===== src/rtl/mul_arbiter_seq.sv =====
// Two-requester round-robin front end for a shift-and-add multiplier (one bit of A per cycle).
// Optional build macro MUL_ARBITER_EARLY_EXIT_EN: finish as soon as the remaining A bits are zero.
module mul_arbiter_seq #(
    parameter int AW = 3,
    parameter int BW = 4
) (
    input  logic               clk,
    input  logic               rst_n,
    input  logic               req0,
    input  logic               req1,
    input  logic [AW-1:0]      a0,
    input  logic [AW-1:0]      a1,
    input  logic [BW-1:0]      b0,
    input  logic [BW-1:0]      b1,
    output logic               gnt0,
    output logic               gnt1,
    output logic               busy,
    output logic               done,
    output logic               done_id,
    output logic [AW+BW-1:0]   p
);

    localparam int PW = AW + BW;
    localparam int CW = (AW > 1) ? $clog2(AW) : 1;
    localparam logic [CW-1:0] LAST = CW'(AW - 1);

    typedef enum logic [1:0] {IDLE, RUN, DONE} state_t;

    // A is consumed LSB-first by shifting right; B is pre-widened and shifted left to track B << k.
    typedef struct packed {
        logic [AW-1:0] a;
        logic [PW-1:0] b;
        logic          id;
    } op_t;

    state_t        state_q, state_d;
    op_t           op_q, op_d;
    logic [PW-1:0] acc_q, acc_d;
    logic [CW-1:0] cnt_q, cnt_d;
    logic [PW-1:0] p_q, p_d;
    logic          done_id_q, done_id_d;
    logic          last_q, last_d;
    logic [1:0]    gnt_q, gnt_d;

    logic          win;
    logic [PW-1:0] sum;
    logic          fin;

    always_comb begin
        state_d   = state_q;
        op_d      = op_q;
        acc_d     = acc_q;
        cnt_d     = cnt_q;
        p_d       = p_q;
        done_id_d = done_id_q;
        last_d    = last_q;
        gnt_d     = 2'b00;
        win       = 1'b0;
        sum       = acc_q + (op_q.a[0] ? op_q.b : '0);
`ifdef MUL_ARBITER_EARLY_EXIT_EN
        fin       = (cnt_q == LAST) || ((op_q.a >> 1) == '0);
`else
        fin       = (cnt_q == LAST);
`endif
        case (state_q)
            IDLE: begin
                if (req0 || req1) begin
                    // With both asking, the one that did not win last time goes first.
                    win      = (req0 && req1) ? ~last_q : req1;
                    op_d.a   = win ? a1 : a0;
                    op_d.b   = PW'(win ? b1 : b0);
                    op_d.id  = win;
                    last_d   = win;
                    acc_d    = '0;
                    cnt_d    = '0;
                    gnt_d    = win ? 2'b10 : 2'b01;
                    state_d  = RUN;
                end
            end
            RUN: begin
                acc_d  = sum;
                op_d.a = op_q.a >> 1;
                op_d.b = op_q.b << 1;
                cnt_d  = cnt_q + 1'b1;
                if (fin) begin
                    p_d       = sum;
                    done_id_d = op_q.id;
                    state_d   = DONE;
                end
            end
            DONE: state_d = IDLE;
            default: state_d = IDLE;
        endcase
    end

    always_ff @(posedge clk) begin
        if (!rst_n) begin
            state_q   <= IDLE;
            op_q      <= '0;
            acc_q     <= '0;
            cnt_q     <= '0;
            p_q       <= '0;
            done_id_q <= 1'b0;
            last_q    <= 1'b1;
            gnt_q     <= 2'b00;
        end else begin
            state_q   <= state_d;
            op_q      <= op_d;
            acc_q     <= acc_d;
            cnt_q     <= cnt_d;
            p_q       <= p_d;
            done_id_q <= done_id_d;
            last_q    <= last_d;
            gnt_q     <= gnt_d;
        end
    end

    assign gnt0    = gnt_q[0];
    assign gnt1    = gnt_q[1];
    assign busy    = (state_q != IDLE);
    assign done    = (state_q == DONE);
    assign done_id = done_id_q;
    assign p       = p_q;

endmodule


===== config.mk =====
export PLATFORM = sky130hd
export DESIGN_NAME = mul_arbiter_seq
export DESIGN_NICKNAME = d
export VERILOG_FILES = /design/src/rtl/mul_arbiter_seq.sv
export SDC_FILE = /design/constraint.sdc
export NUM_CORES = 1
export LEC_CHECK = 0
export ABC_AREA = 1
export BUFFER_PORTS_ARGS = -buffer_cell sky130_fd_sc_hd__buf_2
export CORE_MARGIN = 2
export CORE_UTILIZATION = 45
export CTS_CLUSTER_DIAMETER = 120
export DETAILED_ROUTE_END_ITERATION = 8
export GPL_TIMING_DRIVEN = 0
export PLACE_DENSITY = 0.67
export SLEW_MARGIN = 25
export SYNTH_ARGS = -nofsm -noshare
export SYNTH_HDL_FRONTEND = slang
export SYNTH_SLANG_ARGS = --single-unit

===== constraint.sdc =====
create_clock -name clk -period 2.3 [get_ports clk]
set_clock_uncertainty 0.1 [all_clocks]
set_input_delay 0.23 -clock clk [delete_from_list [all_inputs] [get_ports clk]]
set_output_delay 0.23 -clock clk [all_outputs]
set_load 0.02 [all_outputs]

-- Word-level counts from Yosys, hierarchy flattened
Index checks and enable logic that the tools add are counted.
- bits in registers: 33
- latch bits: 0
- RAM bits: 0
- bits in read-only memories: 0
- output and inout port bits: 12
- logic and storage cells: 42
- memories: 0
- $add $sub $neg: 2
- $mul: 0
- div/mod/pow operators: 0
- $lt $le $gt $ge: 0
- equality and inequality tests: 5
- shift operators: 0
- multiplexer cells: 14
- bitwise gates (word level): 1
- reduce and logical (&&, ||, !) cells: 10
- operator list (kind ; count):
    $pmux 10 s2 ; 1
    $mux 7 ; 2
    $pmux 7 s2 ; 1
    $mux 11 ; 1
    $mux 2 ; 4
    $pmux 2 s2 ; 2
    $reduce_and 2->1 ; 4
    $add 7x7->7 ; 1
    $eq 2x2->1 const B ; 2
    $mux 4 ; 1
    $ne 2x2->1 const B ; 2
    $reduce_bool 2->1 ; 2
    $mux 3 ; 1
    $reduce_and 3->1 ; 1
    $add 2x1->2 const B ; 1
    $eq 2x1->1 const B ; 1
    $logic_not 2->1 ; 1
    $logic_and 1x1->1 ; 1
    $logic_or 1x1->1 ; 1
    $mux 1 ; 1
    $not 1->1 ; 1

-- Longest topological paths before layout
- depth in word-level cells: 5
- depth in mapped cells: 14

-- Worst setup path before layout
Ideal clock, no wire load.
- path type: register -> register
- start point: register op_q[8] (netlist bit)
- end point: register p_q[6], in the netlist p[6]
- library setup time: 0.109 ns
- arrival: 1.577 ns
- setup slack: 0.514 ns
- stages on the path, launching flop included: 14
- cells stage by stage: dfxtp_1 buf_2 nand2_1 inv_1 ha_1 fa_1 nand2_1 nand2_1 nand3_1 nand3_1 nand2_1 nand2_1 nand2_1 inv_1
- cells in the longest elaborated chain, start to end: 2
- RTL lines (what ; line ; text):
    from (decl) ; 37 ; op_t op_q, op_d;
    from (signal assigned) ; 108 ; op_q <= op_d;
    $mux 7 ; 59 ; sum = acc_q + (op_q.a[0] ? op_q.b : '0);
    $add 7x7->7 ; 59 ;
    to (signal assigned) ; 111 ; p_q <= p_d;
    to (decl) ; 40 ; logic [PW-1:0] p_q, p_d;
No other way between the ends.
A chain may end at the register's enable or synchronous reset.

-- Worst setup path after layout
Ends and elaborated chain as after synthesis.

==> Implementation_results.wiki <==
{| class="wikitable"
! Metric !! Value
|-
| Result of the run || finished, final reports clean
|-
| Critical Path End || p[6]$_SDFFE_PN0P_
|-
| Number of port buffers || 28
|-
| Startpoint type of the worst setup path || register
|-
| Final instance area || 1891 µm²
|-
| Synthesized-area fraction occupied by adder cells || 6.570%
|-
| Hold Fails Final Rpt || 0
|-
| Slack of the worst reg-to-reg path || between 0.3 and 0.4 ns
|-
| Starting utilization of the core area || 47.95%
|-
| Instance count after placement with tap cells included || about 310
|-
| Worst path required time || 2.45 ns
|-
| R2r startpoint || op_q[8]$_SDFFE_PN0P_
|-
| Path type of the worst setup path || reg2reg
|-
| Final instance count without filler cells || 318
|-
| Count of pins on the block boundary || 30
|-
| GR Layer Usage met1 || a little under a quarter
|-
| Overall global routing resource usage || 19.17%
|-
| Synthesized area divided by synthesized cell count || 6.911 µm²
|-
| Compound-Gate Fraction of Synth Area || between 10% and 20%
|-
| Leakage power of the design || 0.0009950 µW
|-
| Initial DRT Pass Iterations || 4
|-
| Met2 global-route usage || 32.16%
|-
| Setup repair after global routing missed its margin || false
|-
| Site Rows || 21
|-
| Average vias per placed instance || roughly 4.8
|-
| Crit. Startpoint || op_q[8]$_SDFFE_PN0P_
|-
| Pin count of the biggest net entering global routing || 11
|-
| Transition time at the pin with the least slew margin || 0.5052 ns
|-
| Part of the cycle the worst path needs || between 80% and 90%
|-
| Post-DR wirelength/cell || around 11 µm
|-
| Synthesis Warnings || 0
|-
| Arrival time at the worst endpoint || 2.14 ns
|-
| Number of cells produced by synthesis || 237
|-
| Post-route minimum period || 1.995 ns
|-
| Share of final-layout standard cells stronger than drive strength 1 || 17.65%
|-
| PnR Total Power || 1121 µW
|-
| Clock insertion delay at the later pin of the skew report || 0.34 ns
|-
| Die Outline Area || 4138 µm²
|-
| Num Clock Sinks || 33
|-
| Fmax || 501.3 MHz
|-
| Multiplexer share of the synthesized area || 0%
|-
| Cts bufs inserted || 5
|-
| Die boundary width || 64.33 µm
|-
| Synthesized netlist net count || between 200 and 300
|-
| Clock-pin slew of the registers on the worst-case setup and hold paths || 0.09 ns
|-
| Met3 layer usage reported by global route || between 4 and 5%
|-
| Worst setup EP type || register
|-
| DRC violation total after the first TritonRoute iteration || 61
|-
| Headroom to the max-slew limit || 66.32%
|-
| DP Area || 1836 µm²
|-
| Count of H-tree levels built during CTS || 2
|-
| Count of unique library cells instantiated by Yosys || 24
|-
| Setup TNS Final || 0 ns
|-
| Max-capacitance violation count || 0
|-
| Length in cells of the worst reg-to-reg path || 13
|-
| RR Endpoint || p[6]$_SDFFE_PN0P_
|-
| Maximum clock insertion buffer count || 2
|-
| Residual DRC || 0
|-
| Vert. Die Dim || between 60 and 70 µm
|-
| Antenna viol nets, final || 0
|-
| Core area || around 3400 µm²
|-
| Maximum fanout along the worst path || 9
|-
| Path category of the worst min-delay check || in2reg
|-
| Post-synthesis simple-gate area fraction || 28.88%
|-
| Resized Gates After CTS || 0
|-
| Xor/xnor cell area share of the yosys netlist || 0.5348%
|-
| Peak supply drop || 0.0003300 V
|-
| Number of diodes || 0
|-
| Final setup violation count || 0
|-
| Slew Limit Fails || 0
|-
| Cell area after technology mapping || between 1500 and 2000 µm²
|-
| Fraction of the yosys area taken by sequential cells || 40.34%
|-
| Buffer count from post-CTS setup fixing || 0
|-
| Total power density per cell area || slightly below 600 nW/µm²
|-
| Placed wire-length estimate after detailed placement || 2660 µm
|-
| Largest family of logic cells by synthesized area || simple AND/OR/NAND/NOR gates
|-
| Busiest metal layer after global routing || met2
|-
| Hold-fix buffers, CTS || 0
|-
| Clock tree from TritonCTS || yes
|-
| Final GP Congestion || 0.7629
|-
| Via count || roughly 1500
|-
| First-pass GRT wire length || 6127 µm
|-
| Detailed Route WL || 3470 µm
|-
| Antenna violations before repair || 0
|-
| GRT overflow || 0
|-
| Number of nets in the final layout || 298
|-
| Vias in the first global route || 1448
|-
| FF+latch count, synth || 33
|-
| Area Growth Syn to Fin || 15.43%
|-
| Clock Root Buffer || sky130_fd_sc_hd__clkbuf_4
|}
## cell usage after synthesis, drive strengths merged
master	instances	area share, %
fa	1	1.2
dfxtp	33	40
clkbuf	2	0.46
nor3	2	0.61
or2	2	0.76
ha	7	5.3
buf	4	1.8
clkinv	1	0.23
a21o	1	0.46
o211ai	1	0.46
xnor2	1	0.53
nor2	25	5.7
nand2	71	17
inv	32	7.3
o22ai	1	0.38
nand3	15	4.6
a21oi	21	6.4
o21a	2	0.92
o21ai	15	5.3
## registers in the layout (all words and copies together), names as in the netlist
signal,flops
acc_q,7
cnt_q,2
done_id,1
gnt_q,2
last_q,1
op_q,11
p,7
state_q,2
## power by group
part / switching, µW / internal (µW)
clock network: 189 / 144
logic: 114 / 63.9
registers: 13.1 / 597
## layout by cell type (no fill, tap or decap)
master / n
sky130_fd_sc_hd__a21o_1: 1
sky130_fd_sc_hd__a21oi_1: 21
sky130_fd_sc_hd__buf_2: 30
sky130_fd_sc_hd__buf_4: 1
sky130_fd_sc_hd__buf_6: 1
sky130_fd_sc_hd__clkbuf_1: 3
sky130_fd_sc_hd__clkbuf_4: 5
sky130_fd_sc_hd__clkbuf_8: 1
sky130_fd_sc_hd__clkinv_1: 1
sky130_fd_sc_hd__dfxtp_1: 33
sky130_fd_sc_hd__fa_1: 1
sky130_fd_sc_hd__ha_1: 7
sky130_fd_sc_hd__inv_1: 27
sky130_fd_sc_hd__inv_2: 5
sky130_fd_sc_hd__nand2_1: 69
sky130_fd_sc_hd__nand2_4: 2
sky130_fd_sc_hd__nand3_1: 15
sky130_fd_sc_hd__nor2_1: 25
sky130_fd_sc_hd__nor3_1: 2
sky130_fd_sc_hd__o211ai_1: 1
sky130_fd_sc_hd__o21a_1: 2
sky130_fd_sc_hd__o21ai_0: 14
sky130_fd_sc_hd__o21ai_4: 1
sky130_fd_sc_hd__o22ai_1: 1
sky130_fd_sc_hd__or2_2: 2
sky130_fd_sc_hd__xnor2_1: 1
## critical path, cell delays in order (launching register included)
cell	delay [ns]
sky130_fd_sc_hd__dfxtp_1	0.30
sky130_fd_sc_hd__buf_2	0.16
sky130_fd_sc_hd__nand2_1	0.08
sky130_fd_sc_hd__inv_1	0.04
sky130_fd_sc_hd__ha_1	0.21
sky130_fd_sc_hd__fa_1	0.41
sky130_fd_sc_hd__nand2_1	0.08
sky130_fd_sc_hd__nand2_1	0.09
sky130_fd_sc_hd__nand3_1	0.11
sky130_fd_sc_hd__nand3_1	0.10
sky130_fd_sc_hd__nand2_1	0.10
sky130_fd_sc_hd__nand2_1	0.05
sky130_fd_sc_hd__nand2_1	0.05
sky130_fd_sc_hd__inv_1	0.03
## routing by layer
layer  up-vias  wire, µm
met2        29      1586
met3         7       154
met5         -         0
met4         0        67
li1        815         -
met1       663      1663
## layout make-up
class / instances / area [µm²]
Buffer: 6 / 36.28
Clock buffer: 7 / 55.05
Fill cell: 365 / 1525
Inverter: 33 / 123.9
Multi-Input combinational cell: 165 / 817.0
Sequential cell: 33 / 660.6
Tap cell: 46 / 57.56
Timing Repair Buffer: 28 / 140.1
## cells by family after synthesis
family | after synthesis
xor+xnor | 1
compound gates | 41
flops | 33
fa+ha+maj | 8
buf+inv | 39
simple gates | 115
## metrics by stage
step                setup slack, ns  util [%]  hold WS (ns)
floorplan                    0.5142         -        0.3257
global placement             0.3387     53.74        0.3426
detailed placement           0.3131     53.74        0.3458
CTS                          0.2904     55.35       0.07171
global route                 0.1178     55.35       0.09409
finish                       0.3051     55.35       0.08344
## worst min-delay path by stage
stage | start | end | slack, ns | depth (start not counted)
5_1_grt | rst_n | last_q$_SDFFE_PN1P_ | 0.09 | 2
6_report | a1[2] | op_q[10]$_SDFFE_PN0P_ | 0.08 | 3
4_1_cts | a1[2] | op_q[10]$_SDFFE_PN0P_ | 0.07 | 3
3_5_place_dp | cnt_q[0]$_SDFFE_PN0P_ | cnt_q[0]$_SDFFE_PN0P_ | 0.35 | 1
2_1_floorplan | cnt_q[0]$_SDFFE_PN0P_ | cnt_q[0]$_SDFFE_PN0P_ | 0.33 | 1
3_3_place_gp | cnt_q[0]$_SDFFE_PN0P_ | cnt_q[0]$_SDFFE_PN0P_ | 0.34 | 1
Note: power is estimated with default switching activity, not from simulation.
